**src/rtl/account_store_arbiter_pkg.sv**
```systemverilog
// Shared definitions for the account store arbiter: op codes, FSM states and
// the default balance width.
package account_store_arbiter_pkg;

  localparam int DEFAULT_BALANCE_WIDTH = 20;

  localparam logic [1:0] OP_WITHDRAW = 2'b00;
  localparam logic [1:0] OP_DEPOSIT  = 2'b01;
  localparam logic [1:0] OP_INQUIRY  = 2'b10;

  typedef enum logic [1:0] {
    IDLE = 2'd0,
    READ = 2'd1,
    EXEC = 2'd2,
    RESP = 2'd3
  } state_t;

endpackage

```
**src/rtl/account_store_arbiter_rr_arbiter.sv**
```systemverilog
// Round-robin requester pick starting at a registered pointer; the pointer
// moves to one past the last served requester when advance is pulsed.
module rr_arbiter #(
  parameter int NUM_REQ = 2,
  parameter int IDX_W   = $clog2(NUM_REQ)
) (
  input  logic               clk,
  input  logic               rst,
  input  logic [NUM_REQ-1:0] req,
  input  logic               advance,
  input  logic [IDX_W-1:0]   last_idx,
  output logic [NUM_REQ-1:0] grant,
  output logic [IDX_W-1:0]   idx,
  output logic               any
);

  logic [IDX_W-1:0] ptr_reg;

  always_ff @(posedge clk or negedge rst) begin
    if (!rst) begin
      ptr_reg <= '0;
    end else if (advance) begin
      ptr_reg <= (last_idx == IDX_W'(NUM_REQ - 1)) ? '0 : last_idx + 1'b1;
    end
  end

  // First asserted request at or after the pointer, wrapping around.
  always_comb begin
    grant = '0;
    idx   = '0;
    any   = 1'b0;
    for (int k = 0; k < NUM_REQ; k++) begin
      if (!any && req[(int'(ptr_reg) + k) % NUM_REQ]) begin
        any = 1'b1;
        grant[(int'(ptr_reg) + k) % NUM_REQ] = 1'b1;
        idx = IDX_W'((int'(ptr_reg) + k) % NUM_REQ);
      end
    end
  end

endmodule

```
**src/rtl/account_store_arbiter.sv**
```systemverilog
// Serialises NUM_REQ requesters onto one balance store; each grant is one
// atomic read-modify-write. Optional macro TXN_COUNT_EN adds txn_count.
module account_store_arbiter
  import account_store_arbiter_pkg::*;
#(
  parameter int balance_width = DEFAULT_BALANCE_WIDTH,
  parameter int NUM_REQ       = 2,
  parameter int ACCT_WIDTH    = 4
) (
  input  logic                            clk,
  input  logic                            rst,
  input  logic [NUM_REQ-1:0]              req,
  input  logic [2*NUM_REQ-1:0]            req_op,
  input  logic [ACCT_WIDTH*NUM_REQ-1:0]   req_acct,
  input  logic [balance_width*NUM_REQ-1:0] req_value,
  output logic [NUM_REQ-1:0]              grant,
  output logic [NUM_REQ-1:0]              done,
  output logic                            error,
  output logic [balance_width-1:0]        rdata,
  output logic                            busy
`ifdef TXN_COUNT_EN
  , output logic [15:0]                   txn_count
`endif
);

  localparam int IDX_W = $clog2(NUM_REQ);
  localparam int DEPTH = 2 ** ACCT_WIDTH;

  state_t state_reg, state_next;

  logic [1:0]               op_lane    [NUM_REQ];
  logic [ACCT_WIDTH-1:0]    acct_lane  [NUM_REQ];
  logic [balance_width-1:0] value_lane [NUM_REQ];

  logic [NUM_REQ-1:0]       arb_grant;
  logic [IDX_W-1:0]         arb_idx;
  logic                     arb_any;

  logic [1:0]               op_reg;
  logic [ACCT_WIDTH-1:0]    acct_reg;
  logic [balance_width-1:0] value_reg;
  logic [IDX_W-1:0]         idx_reg;
  logic [NUM_REQ-1:0]       grant_reg;
  logic [balance_width-1:0] bal_reg;
  logic [balance_width-1:0] result_reg;
  logic                     err_reg;

  logic [balance_width-1:0] store [DEPTH];

  logic [balance_width:0]   exec_sum;
  logic [balance_width-1:0] exec_new;
  logic                     exec_err;
  logic                     capture;

  genvar gi;
  generate
    for (gi = 0; gi < NUM_REQ; gi++) begin : g_lane
      assign op_lane[gi]    = req_op[gi*2 +: 2];
      assign acct_lane[gi]  = req_acct[gi*ACCT_WIDTH +: ACCT_WIDTH];
      assign value_lane[gi] = req_value[gi*balance_width +: balance_width];
    end
  endgenerate

  rr_arbiter #(
    .NUM_REQ (NUM_REQ),
    .IDX_W   (IDX_W)
  ) u_rr_arbiter (
    .clk      (clk),
    .rst      (rst),
    .req      (req),
    .advance  (state_reg == RESP),
    .last_idx (idx_reg),
    .grant    (arb_grant),
    .idx      (arb_idx),
    .any      (arb_any)
  );

  assign capture = (state_reg == IDLE) && arb_any;

  always_ff @(posedge clk or negedge rst) begin
    if (!rst) begin
      state_reg <= IDLE;
    end else begin
      state_reg <= state_next;
    end
  end

  always_comb begin
    state_next = state_reg;
    grant      = grant_reg;
    done       = '0;
    error      = 1'b0;
    rdata      = '0;
    busy       = (state_reg != IDLE);
    case (state_reg)
      IDLE: if (arb_any) state_next = READ;
      READ: state_next = EXEC;
      EXEC: state_next = RESP;
      RESP: begin
        state_next = IDLE;
        done       = grant_reg;
        error      = err_reg;
        rdata      = result_reg;
      end
      default: state_next = IDLE;
    endcase
  end

  // Deposit overflow is detected in the extra carry bit of the sum.
  always_comb begin
    exec_sum = {1'b0, bal_reg} + {1'b0, value_reg};
    exec_new = bal_reg;
    exec_err = 1'b0;
    case (op_reg)
      OP_WITHDRAW: begin
        if (value_reg > bal_reg) exec_err = 1'b1;
        else                     exec_new = bal_reg - value_reg;
      end
      OP_DEPOSIT: begin
        if (exec_sum[balance_width]) exec_err = 1'b1;
        else                         exec_new = exec_sum[balance_width-1:0];
      end
      OP_INQUIRY: exec_new = bal_reg;
      default:    exec_err = 1'b1;
    endcase
  end

  always_ff @(posedge clk or negedge rst) begin
    if (!rst) begin
      op_reg     <= '0;
      acct_reg   <= '0;
      value_reg  <= '0;
      idx_reg    <= '0;
      grant_reg  <= '0;
      bal_reg    <= '0;
      result_reg <= '0;
      err_reg    <= 1'b0;
    end else begin
      if (capture) begin
        op_reg    <= op_lane[arb_idx];
        acct_reg  <= acct_lane[arb_idx];
        value_reg <= value_lane[arb_idx];
        idx_reg   <= arb_idx;
        grant_reg <= arb_grant;
      end
      if (state_reg == READ) begin
        bal_reg <= store[acct_reg];
      end
      if (state_reg == EXEC) begin
        err_reg    <= exec_err;
        result_reg <= exec_err ? bal_reg : exec_new;
      end
      if (state_reg == RESP) begin
        grant_reg <= '0;
      end
    end
  end

  always_ff @(posedge clk or negedge rst) begin
    if (!rst) begin
      for (int i = 0; i < DEPTH; i++) store[i] <= '0;
    end else if (state_reg == EXEC && !exec_err) begin
      store[acct_reg] <= exec_new;
    end
  end

`ifdef TXN_COUNT_EN
  always_ff @(posedge clk or negedge rst) begin
    if (!rst) begin
      txn_count <= '0;
    end else if (state_reg == RESP && !err_reg && txn_count != 16'hFFFF) begin
      txn_count <= txn_count + 16'd1;
    end
  end
`endif

endmodule

```
**config.mk**
```make
export PLATFORM = sky130hd
export DESIGN_NAME = account_store_arbiter
export DESIGN_NICKNAME = d
export VERILOG_FILES = /design/src/rtl/account_store_arbiter_pkg.sv /design/src/rtl/account_store_arbiter_rr_arbiter.sv /design/src/rtl/account_store_arbiter.sv
export SDC_FILE = /design/constraint.sdc
export NUM_CORES = 1
export LEC_CHECK = 0
export CORE_ASPECT_RATIO = 0.5
export CORE_MARGIN = 4
export CORE_UTILIZATION = 60
export CTS_CLUSTER_SIZE = 24
export DETAILED_ROUTE_END_ITERATION = 6
export HOLD_SLACK_MARGIN = 0.15
export PLACE_DENSITY = 0.85
export SYNTH_ARGS = -nofsm -noshare
export SYNTH_HDL_FRONTEND = slang
export SYNTH_SLANG_ARGS = --single-unit
```
**constraint.sdc**
```tcl
create_clock -name clk -period 3.6 [get_ports clk]
set_input_delay 0.36 -clock clk [delete_from_list [all_inputs] [get_ports clk]]
set_output_delay 0.36 -clock clk [all_outputs]
set_load 0.005 [all_outputs]
```
==> flow_summary.ini <==
[clock_network]
cts_buffers = 35
clock-sinks = 393
clockBufferDepth = 3
clkTransAtPathRegs_ns = 0.07
clk-insertion-delay-late_ns = 0.54
root_buffer = clkbuf_16
tritoncts = yes
h-tree-depth = 2

[place]
port-buffer-count = 81
gp_congestion = 0.939
hpwl_um = 36400
pre_cts_ws_ns = 0.0795
place_area_sq_mm = 0.0218

[layout]
area_growth_pct = 16.6
largest_reg_flops = 320
design.final.nets = 2021
multi_input_area_sq_mm = 0.00936
largest-register = store
antenna_cells = 0
final_cell_area_sq_mm = 0.0232
n_fill_cell = 1958
seq_area_sq_mm = 0.00984
drive_above_1_share_pct = 19.5

[logic_synthesis]
synth_area_sq_mm = 0.0199
ys_types = 73
synthMostInstantiatedCell = dfrtp_1
async_flop_share_pct = 100
yosys-top-cells-area = dfrtp_1 (50%), mux4_2 (11%), a21oi_1 (8.7%)
synth_commonest_cells = dfrtp_1 (393), a21oi_1 (347), nor2_1 (341)
synth.yosys.seq_area_share_pct = 49.5
ys_ff_latch = 393
synthFlopType = dfrtp_1
synth_top_area_share_pct = 49.5
syn_area_per_cell_sq_um = 10.8
synth-edff-count = 0
syn_nets = 1949
ys.warnings.count = 0
syn_inst = 1846
yosysTopAreaCell = dfrtp_1

[route]
drt_iter0_markers = 2150
routed_wl_um = 56100
via_count = 15900
post-route-drc-count = 0
postRouteAntennaNets = 0
firstDrtPassIters = 6
wl_per_cell_um = 23.6
vias_per_cell = 6.69

[timing]
post-route-period-util_pct = 97.3
worst_slew_margin_rel_pct = 34.4
setup_viol = 0
fmaxAchievable_mhz = 285
fin_crit_ns = 3.50
hold_viol = 0
final_max_slew_viol_count = 0
clock_skew_ns = 0.0283
worst_pin_slew_ns = 0.983
fin_ws_ns = 0.0959
hold_ws_ns = 0.450

[setup_path]
crit_start = bal_reg[5]$_DFFE_PN0N_
crit_type = flop to flop
crit_end = store[275]$_DFFE_PN0P_
start_kind = flop
cp-end-kind = flop
critPathMaxFanout = 22
cp.required_ns = 4.04
ff2ff_path_depth = 12
r2r_start = bal_reg[5]$_DFFE_PN0N_
r2r_end = store[275]$_DFFE_PN0P_
reg2reg_slack_ns = 0.1
worstPathArrival_ns = 3.95

[power]
ir_drop_v = 0.000571
pwr-share-clk_pct = 16.3
switching_share_pct = 43.4
leakage_nw = 10.3
power_frac_seq_pct = 30.2
switching_power_mw = 10.7
p_int_mw = 13.9
comb_power_share_pct = 53.5
cellPowerDensity_mw_per_mm2 = 1060

[global_routing]
grt_pass1_vias = 15900
grt_max_degree = 127
antenna_found_initial = 2
grt_pass1_wl_um = 87300
grt_overflow = 0
grt_usage_pct = 30.9

[die]
row_count = 46
die_w_um = 265
start_util_pct = 61.7
dieArea_sq_mm = 0.0363
ios = 82
core_area_sq_mm = 0.0322
die_y_um = 137

[run_status]
status = finished clean

[job]
maxCapViolCount = 0

[worst_hold_path]
hold_class = input pin to flop
==> repair_timing <==
action | CTS | global route
endpoints found under the setup margin | 0 | 149
endpoints found under the hold margin | 119 | 0
buffers inserted | 0 | 10
hold buffers | 1 | 0
resized for setup | 0 | 14
==> layer usage <==
layer	up-vias	wire length, um	global-route usage, %
li1	6685	-	-
met1	7894	20900	40.8
met2	1088	26600	49.8
met3	213	6800	8.64
met4	4	1770	11.3
met5	-	33	0
==> stage by stage <==
| stage | power (mW) | std cells | TNS (ns) | util, % |
|---|---|---|---|---|
| after floorplan | 15.1 | 1846 | 0 | - |
| after global placement | 19.5 | 2302 | 0 | 67.8 |
| after detailed placement | 20.0 | 2302 | 0 | 67.8 |
| after CTS | 24.2 | 2364 | 0 | 71.6 |
| after global routing | 25.7 | 2374 | -0.128 | 72.0 |
| final | 24.6 | 2374 | 0 | 72.0 |
==> cell usage in the layout (no fill, tap or decap), types with 42 or more instances in the layout <==
cell type / count
mux2_2: 52
a21oi_1: 331
o21ai_0: 50
ha_1: 42
nand2_1: 61
clkdlybuf4s50_1: 80
inv_1: 48
mux4_2: 100
buf_4: 64
dfrtp_1: 390
nor2_1: 341
==> critical path, stage by stage, from the launching register on <==
cell       delay [ns]
dfrtp_1          0.45
ha_1             0.37
nor2b_2          0.09
a2111oi_4        0.34
a21oi_1          0.17
a211o_1          0.33
or2_2            0.41
buf_12           0.22
buf_4            0.20
a21oi_4          0.33
buf_6            0.26
nor2_1           0.08
a21oi_1          0.16
==> final cells by class <==
| class | count | area share, % |
|---|---|---|
| clock buffers | 48 | 4.34 |
| clock inverters | 13 | 0.886 |
| inverters | 48 | 0.778 |
| multi-input cells | 1255 | 40.4 |
| flip-flops and latches | 393 | 42.5 |
| well taps | 432 | 2.33 |
| repair buffers | 185 | 8.75 |
==> logic make-up (layout without fill, tap and decap cells) <==
logic type,after synthesis,count (layout),synth area share (%)
fa+ha+maj,47,47,3.04
simple gates,513,513,11.2
mux,187,187,16.1
xor+xnor,3,3,0.132
buf+inv,198,294,4.54
flops,393,393,49.5
compound gates,505,505,15.6
==> worst min path at each step <==
stage / from / slack, ns / depth (start not counted) / endpoint
final: req_value[31] / 0.45 / 3 / value_reg[11]$_DFFE_PN0P_
after global routing: req_value[23] / 0.49 / 3 / value_reg[3]$_DFFE_PN0P_
after CTS: req_value[31] / 0.45 / 3 / value_reg[11]$_DFFE_PN0P_
after detailed placement: idx_reg$_DFFE_PN0P_ / 0.45 / 1 / u_rr_arbiter.ptr_reg$_DFFE_PN0N_
after global placement: idx_reg$_DFFE_PN0P_ / 0.44 / 1 / u_rr_arbiter.ptr_reg$_DFFE_PN0N_
after floorplan: rst / 0.06 / 0 / acct_reg[0]$_DFFE_PN0P_
==> power by group through the flow <==
stage | Sequential [mW] | Combinational (mW) | Clock, mW
after floorplan | 6.79 | 8.27 | 0
after global placement | 7.27 | 12.2 | 0
after detailed placement | 7.36 | 12.6 | 0
after CTS | 7.35 | 12.8 | 4.01
after global routing | 7.57 | 14.0 | 4.19
final | 7.42 | 13.2 | 4.01
No activity file was read; power rests on OpenSTA's default activity.
